$ cat config.mk
export PLATFORM = sky130hd
export DESIGN_NAME = frame_packer
export DESIGN_NICKNAME = d
export VERILOG_FILES = /design/src/rtl/frame_packer.sv
export SDC_FILE = /design/constraint.sdc
export NUM_CORES = 1
export LEC_CHECK = 0
export BUFFER_PORTS_ARGS = -buffer_cell sky130_fd_sc_hd__buf_2
export CORE_ASPECT_RATIO = 0.6
export CORE_MARGIN = 5
export CORE_UTILIZATION = 52
export CTS_BUF_LIST = sky130_fd_sc_hd__clkbuf_8 sky130_fd_sc_hd__clkbuf_16
export CTS_CLUSTER_SIZE = 20
export DETAILED_ROUTE_END_ITERATION = 7
export PLACE_DENSITY = 0.76
export SYNTH_ARGS = -nofsm -noshare
export SYNTH_HDL_FRONTEND = slang
export SYNTH_SLANG_ARGS = --single-unit
$ cat constraint.sdc
create_clock -name clk -period 2.35 [get_ports clk]
set_input_delay 0.3525 -clock clk [delete_from_list [all_inputs] [get_ports clk]]
set_output_delay 0.3525 -clock clk [all_outputs]
set_load 0.05 [all_outputs]
$ cat src/rtl/frame_packer.sv
// Buffers up to two captured {f1, f2, count} frames and serialises each one as
// four 16-bit words (f1, f2, count, xor checksum) over a valid/ready stream.
module frame_packer (
    input  logic        clk,
    input  logic        reset_n,
    input  logic        wr_stb,
    input  logic [15:0] count_in,
    input  logic [15:0] f1_in,
    input  logic [15:0] f2_in,
    input  logic        data_ready,
    output logic [15:0] data_out,
    output logic        data_valid,
    output logic        data_last,
    output logic [7:0]  frame_cnt,
    output logic        overflow,
    output logic        busy
);

    localparam int unsigned WORD_W = 16;
    localparam int unsigned CNT_W  = 8;
    localparam int unsigned FILL_W = 2;
    localparam int unsigned DEPTH  = 2;

    typedef struct packed {
        logic [WORD_W-1:0] f1;
        logic [WORD_W-1:0] f2;
        logic [WORD_W-1:0] cnt;
    } frame_t;

    typedef enum logic [2:0] {
        IDLE  = 3'd0,
        W_F1  = 3'd1,
        W_F2  = 3'd2,
        W_CNT = 3'd3,
        W_SUM = 3'd4
    } state_e;

    state_e             state_q, state_d;
    frame_t             mem_q [DEPTH];
    logic               wr_q;
    logic               rd_ptr_q, rd_ptr_d;
    logic               wr_ptr_q, wr_ptr_d;
    logic [FILL_W-1:0]  fill_q, fill_d;
    logic [WORD_W-1:0]  data_out_q, data_out_d;
    logic               data_valid_q, data_valid_d;
    logic               data_last_q, data_last_d;
    logic [CNT_W-1:0]   frame_cnt_q, frame_cnt_d;
    logic               overflow_q, overflow_d;
    logic               busy_q, busy_d;

    logic               capture, handshake, pop, push, drop;
    frame_t             src;

    assign data_out   = data_out_q;
    assign data_valid = data_valid_q;
    assign data_last  = data_last_q;
    assign frame_cnt  = frame_cnt_q;
    assign overflow   = overflow_q;
    assign busy       = busy_q;

    // FIFO bookkeeping: a full FIFO only takes a new frame when the head leaves this cycle
    always_comb begin
        capture     = wr_stb & ~wr_q;
        handshake   = data_valid_q & data_ready;
        pop         = handshake && (state_q == W_SUM);
        push        = capture && ((fill_q != FILL_W'(DEPTH)) || pop);
        drop        = capture && !push;
        rd_ptr_d    = rd_ptr_q ^ pop;
        wr_ptr_d    = wr_ptr_q ^ push;
        fill_d      = fill_q;
        unique case ({push, pop})
            2'b10:   fill_d = fill_q + FILL_W'(1);
            2'b01:   fill_d = fill_q - FILL_W'(1);
            default: fill_d = fill_q;
        endcase
        overflow_d  = overflow_q | drop;
        frame_cnt_d = frame_cnt_q + CNT_W'(pop);
    end

    // Next state plus registered word outputs; src is the frame the next state will present
    always_comb begin
        state_d      = state_q;
        data_out_d   = '0;
        data_valid_d = 1'b0;
        data_last_d  = 1'b0;
        unique case (state_q)
            IDLE:    if (fill_q != '0) state_d = W_F1;
            W_F1:    if (handshake) state_d = W_F2;
            W_F2:    if (handshake) state_d = W_CNT;
            W_CNT:   if (handshake) state_d = W_SUM;
            W_SUM:   if (handshake) state_d = (fill_q == FILL_W'(DEPTH)) ? W_F1 : IDLE;
            default: state_d = IDLE;
        endcase

        src = pop ? mem_q[~rd_ptr_q] : mem_q[rd_ptr_q];
        unique case (state_d)
            W_F1: begin
                data_out_d   = src.f1;
                data_valid_d = 1'b1;
            end
            W_F2: begin
                data_out_d   = src.f2;
                data_valid_d = 1'b1;
            end
            W_CNT: begin
                data_out_d   = src.cnt;
                data_valid_d = 1'b1;
            end
            W_SUM: begin
                data_out_d   = src.f1 ^ src.f2 ^ src.cnt;
                data_valid_d = 1'b1;
                data_last_d  = 1'b1;
            end
            default: ;
        endcase
        busy_d = (fill_d != '0) || (state_d != IDLE);
    end

    always_ff @(posedge clk) begin
        if (!reset_n) begin
            state_q      <= IDLE;
            wr_q         <= 1'b1;
            rd_ptr_q     <= 1'b0;
            wr_ptr_q     <= 1'b0;
            fill_q       <= '0;
            data_out_q   <= '0;
            data_valid_q <= 1'b0;
            data_last_q  <= 1'b0;
            frame_cnt_q  <= '0;
            overflow_q   <= 1'b0;
            busy_q       <= 1'b0;
        end else begin
            state_q      <= state_d;
            wr_q         <= wr_stb;
            rd_ptr_q     <= rd_ptr_d;
            wr_ptr_q     <= wr_ptr_d;
            fill_q       <= fill_d;
            data_out_q   <= data_out_d;
            data_valid_q <= data_valid_d;
            data_last_q  <= data_last_d;
            frame_cnt_q  <= frame_cnt_d;
            overflow_q   <= overflow_d;
            busy_q       <= busy_d;
        end
    end

    // Frame storage needs no reset: fill_q alone decides which entries are live
    always_ff @(posedge clk) begin
        if (push) mem_q[wr_ptr_q] <= '{f1: f1_in, f2: f2_in, cnt: count_in};
    end

endmodule

# [Word level (Yosys, flattened, before mapping)]
# Memory sizes are Yosys's and may differ from the RTL's. A register that Yosys moved wholly into a read port is not among the register bits.
# Index checks and enable logic that the tools add are counted.
[op_classes] bitwise_logic=9 reduce_logical=11 eq_ne=12 n_addsub=3 muxes=15
[op_table] cell="$pmux W16 S4" n=1
[op_table] cell="$mux W48" n=1
[op_table] cell="$xor A16 B16 Y16" n=2
[op_table] cell="$mux W3" n=5
[op_table] cell="$pmux W3 S5" n=1
[op_table] cell="$eq A3 B2 Y1 const B" n=4
[op_table] cell="$add A8 B1 Y8" n=1
[op_table] cell="$eq A3 B1 Y1 const B" n=2
[op_table] cell="$eq A3 B3 Y1 const B" n=2
[op_table] cell="$mux W1" n=6
[op_table] cell="$eq A2 B2 Y1 const B" n=2
[op_table] cell="$pmux W2 S2" n=1
[op_table] cell="$reduce_bool A2 Y1" n=2
[op_table] cell="$reduce_or A4 Y1" n=1
[op_table] cell="$logic_and A1 B1 Y1" n=3
[op_table] cell="$logic_not A3 Y1" n=1
[op_table] cell="$reduce_bool A3 Y1" n=1
[op_table] cell="$add A2 B1 Y2 const B" n=1
[op_table] cell="$and A1 B1 Y1" n=2
[op_table] cell="$eq A2 B1 Y1 const B" n=1
[op_table] cell="$logic_or A1 B1 Y1" n=2
[op_table] cell="$ne A2 B2 Y1 const B" n=1
[op_table] cell="$not A1 Y1" n=2
[op_table] cell="$sub A2 B1 Y2 const B" n=1
[op_table] cell="3 further kinds" n=4
[totals] ramBits=96 output_inout_bits=28 word_cells=62 memories=1 ff_bits=36
[mem_list] name="mem_q" words=2 word_bits=48 read_ports=2 rd_ports_with_merged_regs=1 write_ports=1 line="39" rtl="frame_t mem_q [DEPTH];"

# [Logic depth before layout (Yosys ltp)]
# Gate-level depths: netlist (run 1).
[depth] depth_word=8 depth_mapped=9

# [Least setup slack after synthesis (run 1)]
# Ideal clock, no wire load.
[synth_timing] path_kind="reg-to-reg" start="register data_valid_q (netlist: data_valid)" end="memory mem_q[1][0] (netlist name) (enable)" setup_time_ns=0.411 path_buffers=0 slack_ns=-0.439 t_arrival_ns=2.378 synth_period_minus_slack_ns=2.789 path_stages_with_launch=6 path_cell_list="dfxtp_1 nand4_4 nand2_1 nand2b_1 inv_1 ha_1"
[synth_via] elab_chain_cells=6
[synth_rtl] element="from (decl)" line="45" rtl="logic data_valid_q, data_valid_d;"
[synth_rtl] element="from (signal assigned)" line="139" rtl="data_valid_q <= data_valid_d;"
[synth_rtl] element="$and A1 B1 Y1" line="64" rtl="handshake = data_valid_q & data_ready;"
[synth_rtl] element="$logic_and A1 B1 Y1" line="65" rtl="pop = handshake && (state_q == W_SUM);"
[synth_rtl] element="$logic_or A1 B1 Y1" line="66" rtl="push = capture && ((fill_q != FILL_W'(DEPTH)) || pop);"
[synth_rtl] element="$logic_and A1 B1 Y1" line="66"
[synth_rtl] element="$mux W1" line="149" rtl="if (push) mem_q[wr_ptr_q] <= '{f1: f1_in, f2: f2_in, cnt: count_in};"
[synth_rtl] element="$mux W1 (implied by the code)" line="149"
[synth_rtl] element="to (decl)" line="39"
# Every way passes these cells.

# [Worst setup path after layout (run 1)]
[layout_timing] start="register state_q[1]" end="register data_out_q[5] (netlist: data_out[5])"
[layout_via] elab_chain_cells=6 word_cells_on_any_way=20 cone_classes="eq/ne (8); mux (8); bitwise (2); reduce/logical (2)"
[layout_rtl] element="from (decl)" line="38" rtl="state_e state_q, state_d;"
[layout_rtl] element="from (signal assigned)" line="133" rtl="state_q <= state_d;"
[layout_rtl] element="parallel branches: the longest is 5 deep, another holds $pmux W3 S5"
[layout_rtl] element="$pmux W16 S4 *" line="96" rtl="unique case (state_d)"
[layout_rtl] element="to (signal assigned)" line="138" rtl="data_out_q <= data_out_d;"
[layout_rtl] element="to (decl)" line="44" rtl="logic [WORD_W-1:0] data_out_q, data_out_d;"
# Mark *: on every way between the ends.
# A chain may end at the register's enable or synchronous reset.

==> results of run 1 <==
[metal layers]
| layer | vias to the layer above | part of all wire, % | track usage, % |
|---|---|---|---|
| met5 | - | 0.079 | 0 |
| met4 | 2 | 2.4 | 9.47 |
| met3 | 36 | 8.0 | 5.07 |
| met2 | 181 | 46 | 30.2 |
| met1 | 1948 | 43 | 24.4 |
| li1 | 1950 | - | - |
[cell usage in the layout (no fill, tap or decap), types with 6 or more instances in the layout]
cell type                   netlist  final
sky130_fd_sc_hd__nand2_1        128    128
sky130_fd_sc_hd__edfxtp_1        96     96
sky130_fd_sc_hd__buf_2            8     79
sky130_fd_sc_hd__xnor2_1         70     70
sky130_fd_sc_hd__a21oi_1         65     65
sky130_fd_sc_hd__dfxtp_1         37     37
sky130_fd_sc_hd__clkbuf_16        0     17
sky130_fd_sc_hd__or4_1           15     15
sky130_fd_sc_hd__nor2_1          12     12
sky130_fd_sc_hd__buf_4            1     11
sky130_fd_sc_hd__inv_1            8      8
sky130_fd_sc_hd__nand2b_1         6      6
[logic make-up (layout without fill, tap and decap cells)]
group	after synthesis	count (layout)	synth area share (%)
multiplexers	5	5	1.08
AO/OA/AOI/OAI	77	77	7.05
adder cells (fa/ha/maj)	5	5	1.08
AND/OR/NAND/NOR	185	185	14.4
flip-flops	133	133	62.4
buffers and inverters	29	135	2.63
XOR/XNOR	75	75	11.3
[path summary, 6_finish.rpt]
path	from	end	depth (start not counted)
max	state_q[1]	data_out[5]	6
min	f2_in[7]	mem_q[1][23]	1
max reg2reg	state_q[1]	data_out[5]	6
min reg2reg	overflow	overflow	2
[area by class of cell]
type | count | area (sq um)
fillers | 755 | 3630
inverters | 8 | 30.0
clock buffers | 17 | 425
well taps | 139 | 174
clock inverters | 15 | 229
repair buffers | 95 | 578
flip-flops and latches | 133 | 3620
multi-input cells | 347 | 2050
[where the power goes]
group	internal, uW	switching, uW
Clock	1890	997
Combinational	105	139
Sequential	2570	32.5
[worst register-to-register path, delay by kind of cell, from the launching register on]
family             cells  cell delay, ns
muxes                  2            0.74
AOI/OAI and AO/OA      2            0.56
DFF                    1            0.53
and+or+nand+nor        2            0.25
[flip-flops by register name, summed over array words and instances (netlist names), named ones only]
| register | count |
|---|---|
| data_last | 1 |
| busy | 1 |
| wr_ptr_q | 1 |
| wr_q | 1 |
| frame_cnt | 8 |
| data_out | 16 |
| mem_q | 96 |
| rd_ptr_q | 1 |
| data_valid | 1 |
| overflow | 1 |
| fill_q | 2 |
| state_q | 3 |
[cell usage after synthesis, types with 6 or more instances]
cell type / n
sky130_fd_sc_hd__nand2_1: 128
sky130_fd_sc_hd__edfxtp_1: 96
sky130_fd_sc_hd__xnor2_1: 70
sky130_fd_sc_hd__a21oi_1: 65
sky130_fd_sc_hd__dfxtp_1: 37
sky130_fd_sc_hd__or4_1: 15
sky130_fd_sc_hd__nor2_1: 12
sky130_fd_sc_hd__buf_2: 8
sky130_fd_sc_hd__inv_1: 8
sky130_fd_sc_hd__clkbuf_1: 7
sky130_fd_sc_hd__nand2b_1: 6
[per-stage QoR]
stage               util (%)  setup TNS (ns)  hold WS, ns  std cells  total power, uW
floorplan                  -          -42.11        0.426        509             2780
global placement        60.0               0        0.453        722             2870
detailed placement      60.0               0        0.474        722             2890
CTS                     66.1               0        0.111        754             5770
global route            66.2               0        0.112        754             5900
finish                  66.2               0        0.127        754             5730
==> impl_summary.log, run 1 <==
[metrics] hold violation total from the final report: 0
[metrics] Power Density: approximately 800 mW/mm^2
[metrics] Die Ht: 91.8 microns
[metrics] maximum achievable frequency: 456 MHz
[metrics] CTS resizes: 0
[metrics] Final setup viols: 0
[metrics] leakage power of the design: about 0.0028 uW
[metrics] first-pass GRT wire length: around 20000 microns
[metrics] count of yosys warnings during synthesis: 0
[metrics] largest vdd supply drop: between 0.6 and 0.7 mV
[metrics] number of I/O port buffers: 79
[metrics] clock input transition at the sequential cells of the worst setup and hold paths: about 0.06 ns
[metrics] EDFF count, synth: between 90 and 100
[metrics] share of post-route cells with drive strength above 1: between 20% and 30%
[metrics] post-route minimum period: 2.19 ns
[metrics] Die Area: around 0.013 sq mm
[metrics] largest fanout on the critical path: 9
[metrics] deepest level of the CTS H-tree: 4
[metrics] Overflow after GRT: 0
[metrics] post-route design area: about 0.007 sq mm
[metrics] fraction of synthesized cell area taken by the top area cell type: between 40% and 50%
[metrics] Synth area leaders: sky130_fd_sc_hd__edfxtp_1 (50%), sky130_fd_sc_hd__dfxtp_1 (13%), sky130_fd_sc_hd__xnor2_1 (11%)
[metrics] layout overhead on the synthesized area: 22.5%
[metrics] slowest stage cell on the critical path: sky130_fd_sc_hd__dfxtp_1
[metrics] list of cells traversed by the critical path: nor2_4 > nand4_4 > mux2i_4 > mux2_1 > a22o_1 > a211o_1
[metrics] Critical Path Start Type: flop
[metrics] number of global-route vias before repair: between 4000 and 5000
[metrics] core region area: around 0.011 sq mm
[metrics] top cell type by total area after synthesis: sky130_fd_sc_hd__edfxtp_1
[metrics] total wire length after detailed routing: approximately 13000 microns
[metrics] number of synthesized register bits: approximately 130
[metrics] Data required, critical path: about 2.7 ns
[metrics] WS Path Type: flop to flop
[metrics] DP Wirelength: between 8000 and 9000 microns
[metrics] FF-to-FF setup slack: ~0.16 ns
[metrics] antenna violations before repair: 1
[metrics] TritonCTS clock tree: yes
[metrics] drt wl/cell: between 15 and 20 microns
[metrics] delay of the slowest critical-path stage: about 0.53 ns
[metrics] clock latency at the later pin of the worst-skew pair: about 0.4 ns
[metrics] average cell area after synthesis: 11.4 sq um
[metrics] Global Route Usage Sum: about a fifth
[metrics] post-synthesis cell area: 0.00581 sq mm
[metrics] count of routing violations after the opening detailed-route iteration: a little over 300
[metrics] total vias in the final route: slightly above 4000
[metrics] arrival time at the worst endpoint: between 2 and 2.5 ns
[metrics] Num Clock Sinks: ~130
[metrics] clock buffers created by TritonCTS: 17
[metrics] synthesized netlist net count: 566
[metrics] standard cell area after detailed placement: between 0.006 and 0.007 sq mm
[metrics] kind of cell with the highest combined delay on the critical path: multiplexers
[metrics] Buf+Inv Stages, Crit Path: 0
[metrics] maximum number of pins on one net before global-route repair: a little over 60
[metrics] std cell rows: 29
[metrics] final worst-path setup slack: about 0.16 ns
[metrics] count of distinct cell types in the synthesized netlist: 38
[metrics] Vias/cell: 5.46
[metrics] worst-case clock buffer depth: 2
[metrics] number of design rule violations left after detail routing: 0
[metrics] Post-Place Worst Slack: about 0.13 ns
[metrics] slew at the pin with the worst max-slew slack: 0.431 ns
[metrics] Hold WC Path Type: input port to flop
[metrics] RSZ-0062 raised after global routing: no
[metrics] NumNets Final: between 600 and 700
[metrics] critical path endpoint category: flop
[metrics] count of buffers added by post-CTS timing repair for setup: 0
[metrics] async set or reset register ratio after synthesis: 0%
[metrics] RD Place Congestion: 0.863
[metrics] Worst slew margin: ~71%
[metrics] final cycle utilization of the critical path: a little over 90%
[metrics] First-pass DRT Iterations: 4
[metrics] Final ANT Viol Nets: 0
[metrics] I/O Pins: 80
[metrics] max-cap check violation count: 0
[metrics] number of diodes: 0
[metrics] outcome: complete, no violations
[metrics] Top FF cell, synth: sky130_fd_sc_hd__edfxtp_1
[metrics] starting utilization of the core area: around 54%
[metrics] horizontal die dimension: around 150 microns
[metrics] Seq/Total Area, Yosys: 62.4%
[metrics] Post-CTS Hold Buffers: 0
[metrics] post-route clock skew: ~0.013 ns
[metrics] buffer cell driving the clock tree root: sky130_fd_sc_hd__clkbuf_16
[metrics] Post-Syn Instances: a little over 500
[metrics] max-slew violation count: 0
No activity file was read; power rests on OpenSTA's default activity.
==> run 2: changes to the inputs <==
- CELL_PAD_IN_SITES_DETAIL_PLACEMENT: not set -> 0
- CELL_PAD_IN_SITES_GLOBAL_PLACEMENT: not set -> 2
- CORE_UTILIZATION: 52 -> 34
- PLACE_DENSITY: 0.76 -> not set
- PLACE_DENSITY_LB_ADDON: not set -> 0.1
==> run 2 against run 1 <==
Effect of this change:
- register-to-register slack improved by 0.02 ns
- clock skew hardly changed
- cell area about the same
- non-clock buffer count fell by 4
- power is 7.1% lower
- global-route usage down 5.3 points
- cell count rose by 12%
- fmax rose by 1.0%
- sequential share of layout area barely moved
- critical path type unchanged
==> impl_summary.log, run 2 (same netlist as run 1, synthesis figures left out) <==
[metrics] hold violation total from the final report: 0 (unchanged)
[metrics] standard cell area after detailed placement: 0.00655 sq mm (+1.6%)
[metrics] placed cell count: 813 (+13%)
[metrics] Overflow after GRT: 0 (unchanged)
[metrics] final-layout fill cell count: 1647 (+120%)
[metrics] Crit Reg-Reg Startpoint: state_q[0]
[metrics] commonest non-fill, non-tap cell in the layout: sky130_fd_sc_hd__nand2_1
[metrics] post-route design area: 0.00712 sq mm (about the same)
[metrics] layout overhead on the synthesized area: 22.6% (about the same)
[metrics] highest-count cells in the layout ignoring fill and taps: sky130_fd_sc_hd__nand2_1 (128), sky130_fd_sc_hd__edfxtp_1 (96), sky130_fd_sc_hd__buf_2 (79)
[metrics] Worst slew margin: 71.6% (+0.30 points)
[metrics] clock input transition at the sequential cells of the worst setup and hold paths: 0.07 ns (about the same)
[metrics] Num Clock Sinks: 133 (unchanged)
[metrics] arrival time at the worst endpoint: 2.45 ns (-0.04 ns)
[metrics] critical path endpoint category: flop
[metrics] drt wl/cell: 15.4 microns (-8.0%)
[metrics] deepest level of the CTS H-tree: 4 (unchanged)
[metrics] leakage power of the design: 0.00277 uW (-1.7%)
[metrics] number of global-route vias before repair: 3959 (-3.9%)
[metrics] number of diodes: 0 (unchanged)
[metrics] starting utilization of the core area: 34.3% (-20 points)
[metrics] worst-case clock buffer depth: 2 (unchanged)
[metrics] max-slew violation count: 0 (unchanged)
[metrics] post-route clock skew: 0.0125 ns (-0.000286 ns)
[metrics] count of routing violations after the opening detailed-route iteration: 221 (-29%)
[metrics] core region area: 0.0169 sq mm (+58%)
[metrics] max-cap check violation count: 0 (unchanged)
[metrics] Critical Path Start Type: flop
[metrics] total wire length after detailed routing: 13000 microns (+3.1%)
[metrics] post-route minimum period: 2.17 ns (-0.0218 ns)
[metrics] Final ANT Viol Nets: 0 (unchanged)
[metrics] Final setup viols: 0 (unchanged)
[metrics] share of post-route cells with drive strength above 1: 21.3% (-0.51 points)
[metrics] Post-CTS Hold Buffers: 0 (unchanged)
[metrics] number of flip-flops in the largest register: 96 (unchanged)
[metrics] largest vdd supply drop: 0.483 mV (-28%)
[metrics] register bank with the most flops: mem_q
[metrics] Die Ht: 111 microns (+21%)
[metrics] RSZ-0062 raised after global routing: no
[metrics] horizontal die dimension: 179 microns (+22%)
[metrics] final cycle utilization of the critical path: 92.3% (-0.93 points)
[metrics] Data required, critical path: 2.63 ns (-0.02 ns)
[metrics] total vias in the final route: 3879 (-5.8%)
[metrics] antenna violations before repair: 0 (-1)
[metrics] maximum number of pins on one net before global-route repair: 62 (unchanged)
[metrics] maximum achievable frequency: 461 MHz (+1.0%)
[metrics] clock buffers created by TritonCTS: 17 (unchanged)
[metrics] NumNets Final: 655 (-0.61%)
[metrics] I/O Pins: 80 (unchanged)
[metrics] Vias/cell: 4.59 (-16%)
[metrics] slew at the pin with the worst max-slew slack: 0.426 ns (-0.00448 ns)
[metrics] number of design rule violations left after detail routing: 0 (unchanged)
[metrics] worst hold margin: 0.124 ns (-0.00271 ns)
[metrics] clock latency at the later pin of the worst-skew pair: 0.41 ns (about the same)
[metrics] Critical Path Start: state_q[0]
[metrics] Die Area: 0.0199 sq mm (+48%)
[metrics] number of I/O port buffers: 79 (unchanged)
[metrics] Global Route Usage Sum: 13.7% (-5.3 points)
[metrics] std cell rows: 37 (+28%)
[metrics] RD Place Congestion: 0.706 (-18%)
[metrics] largest fanout on the critical path: 61 (+52)
[metrics] Hold Crit Start: count_in[5]
[metrics] first-pass GRT wire length: 21000 microns (+4.5%)
[metrics] WS Path Type: flop to flop
[metrics] Power Density: 748 mW/mm^2 (-7.2%)
[metrics] TritonCTS clock tree: yes
[metrics] outcome: complete, no violations
[metrics] Hold WC Path Type: input port to flop
[metrics] buffer cell driving the clock tree root: sky130_fd_sc_hd__clkbuf_16
[metrics] First-pass DRT Iterations: 4 (unchanged)
[metrics] DP Wirelength: 8290 microns (-2.4%)
[metrics] Post-Layout Cell Count: 845 (+12%)
==> run 2: cell count changes in the layout (fill, tap and decap cells not counted), sizes merged <==
| cell | change |
|---|---|
| inv | +8 |
| clkinvlp | +1 |
| bufinv | -5 |
| buf | -4 |
| clkinv | -4 |
==> run 2: through the flow <==
step / total power (uW) / setup TNS [ns] / setup slack, ns / utilization, %
6_report: 5320 / 0 / 0.181 / 42.0
5_1_grt: 5550 / 0 / 0.0549 / 42.0
4_1_cts: 5410 / 0 / 0.0975 / 42.0
3_5_place_dp: 2880 / 0 / 0.118 / 38.7
3_3_place_gp: 2880 / 0 / 0.143 / 38.7
2_1_floorplan: 2780 / -42.11 / -0.439 / -
==> run 2: critical path, cell delays in order (launching register included) <==
cell	delay [ns]
sky130_fd_sc_hd__dfxtp_1	0.40
sky130_fd_sc_hd__nor2_4	0.18
sky130_fd_sc_hd__nand4_4	0.18
sky130_fd_sc_hd__mux2_8	0.54
sky130_fd_sc_hd__nand2_1	0.13
sky130_fd_sc_hd__a21oi_1	0.08
sky130_fd_sc_hd__or4_1	0.49
==> run 2: area by class of cell <==
type,instances,area [sq um],share of cell area (%)
tap,234,293,4.11
clock buffer,17,425,5.98
timing repair buffer,91,561,7.87
inverter,8,30.0,0.422
sequential,133,3620,50.9
clock inverter,15,133,1.86
multi-input combinational,347,2050,28.9
==> run 2: repair_timing <==
action,CTS,global route
buffers inserted,0,0
setup endpoints to repair,0,8
hold endpoints to repair,0,0
resized for setup,0,1
==> run 2: final timing paths <==
| path | end | slack, ns | cells after the start |
|---|---|---|---|
| setup / recovery | data_out[11] | 0.18 | 6 |
| hold / removal | mem_q[1][5] | 0.12 | 1 |
| setup reg to reg | data_out[11] | 0.18 | 6 |
| hold reg to reg | overflow | 0.49 | 2 |
==> run 2: where the power goes <==
group | leakage, uW | switching, uW | internal [uW]
Clock | 0.000272 | 1100 | 1390
Combinational | 0.00133 | 135 | 101
Sequential | 0.00117 | 30.5 | 2560
==> run 2: layer usage <==
metal  GRT usage [%]  wire length, microns  vias to the layer above  part of all wire (%)
met3            4.06                   714                       13                   5.5
met1            19.2                  6440                     1834                    50
li1                -                     -                     1942                     -
met5               0                     0                        -                     0
met4            4.14                   124                        0                  0.95
met2            20.6                  5720                       90                    44
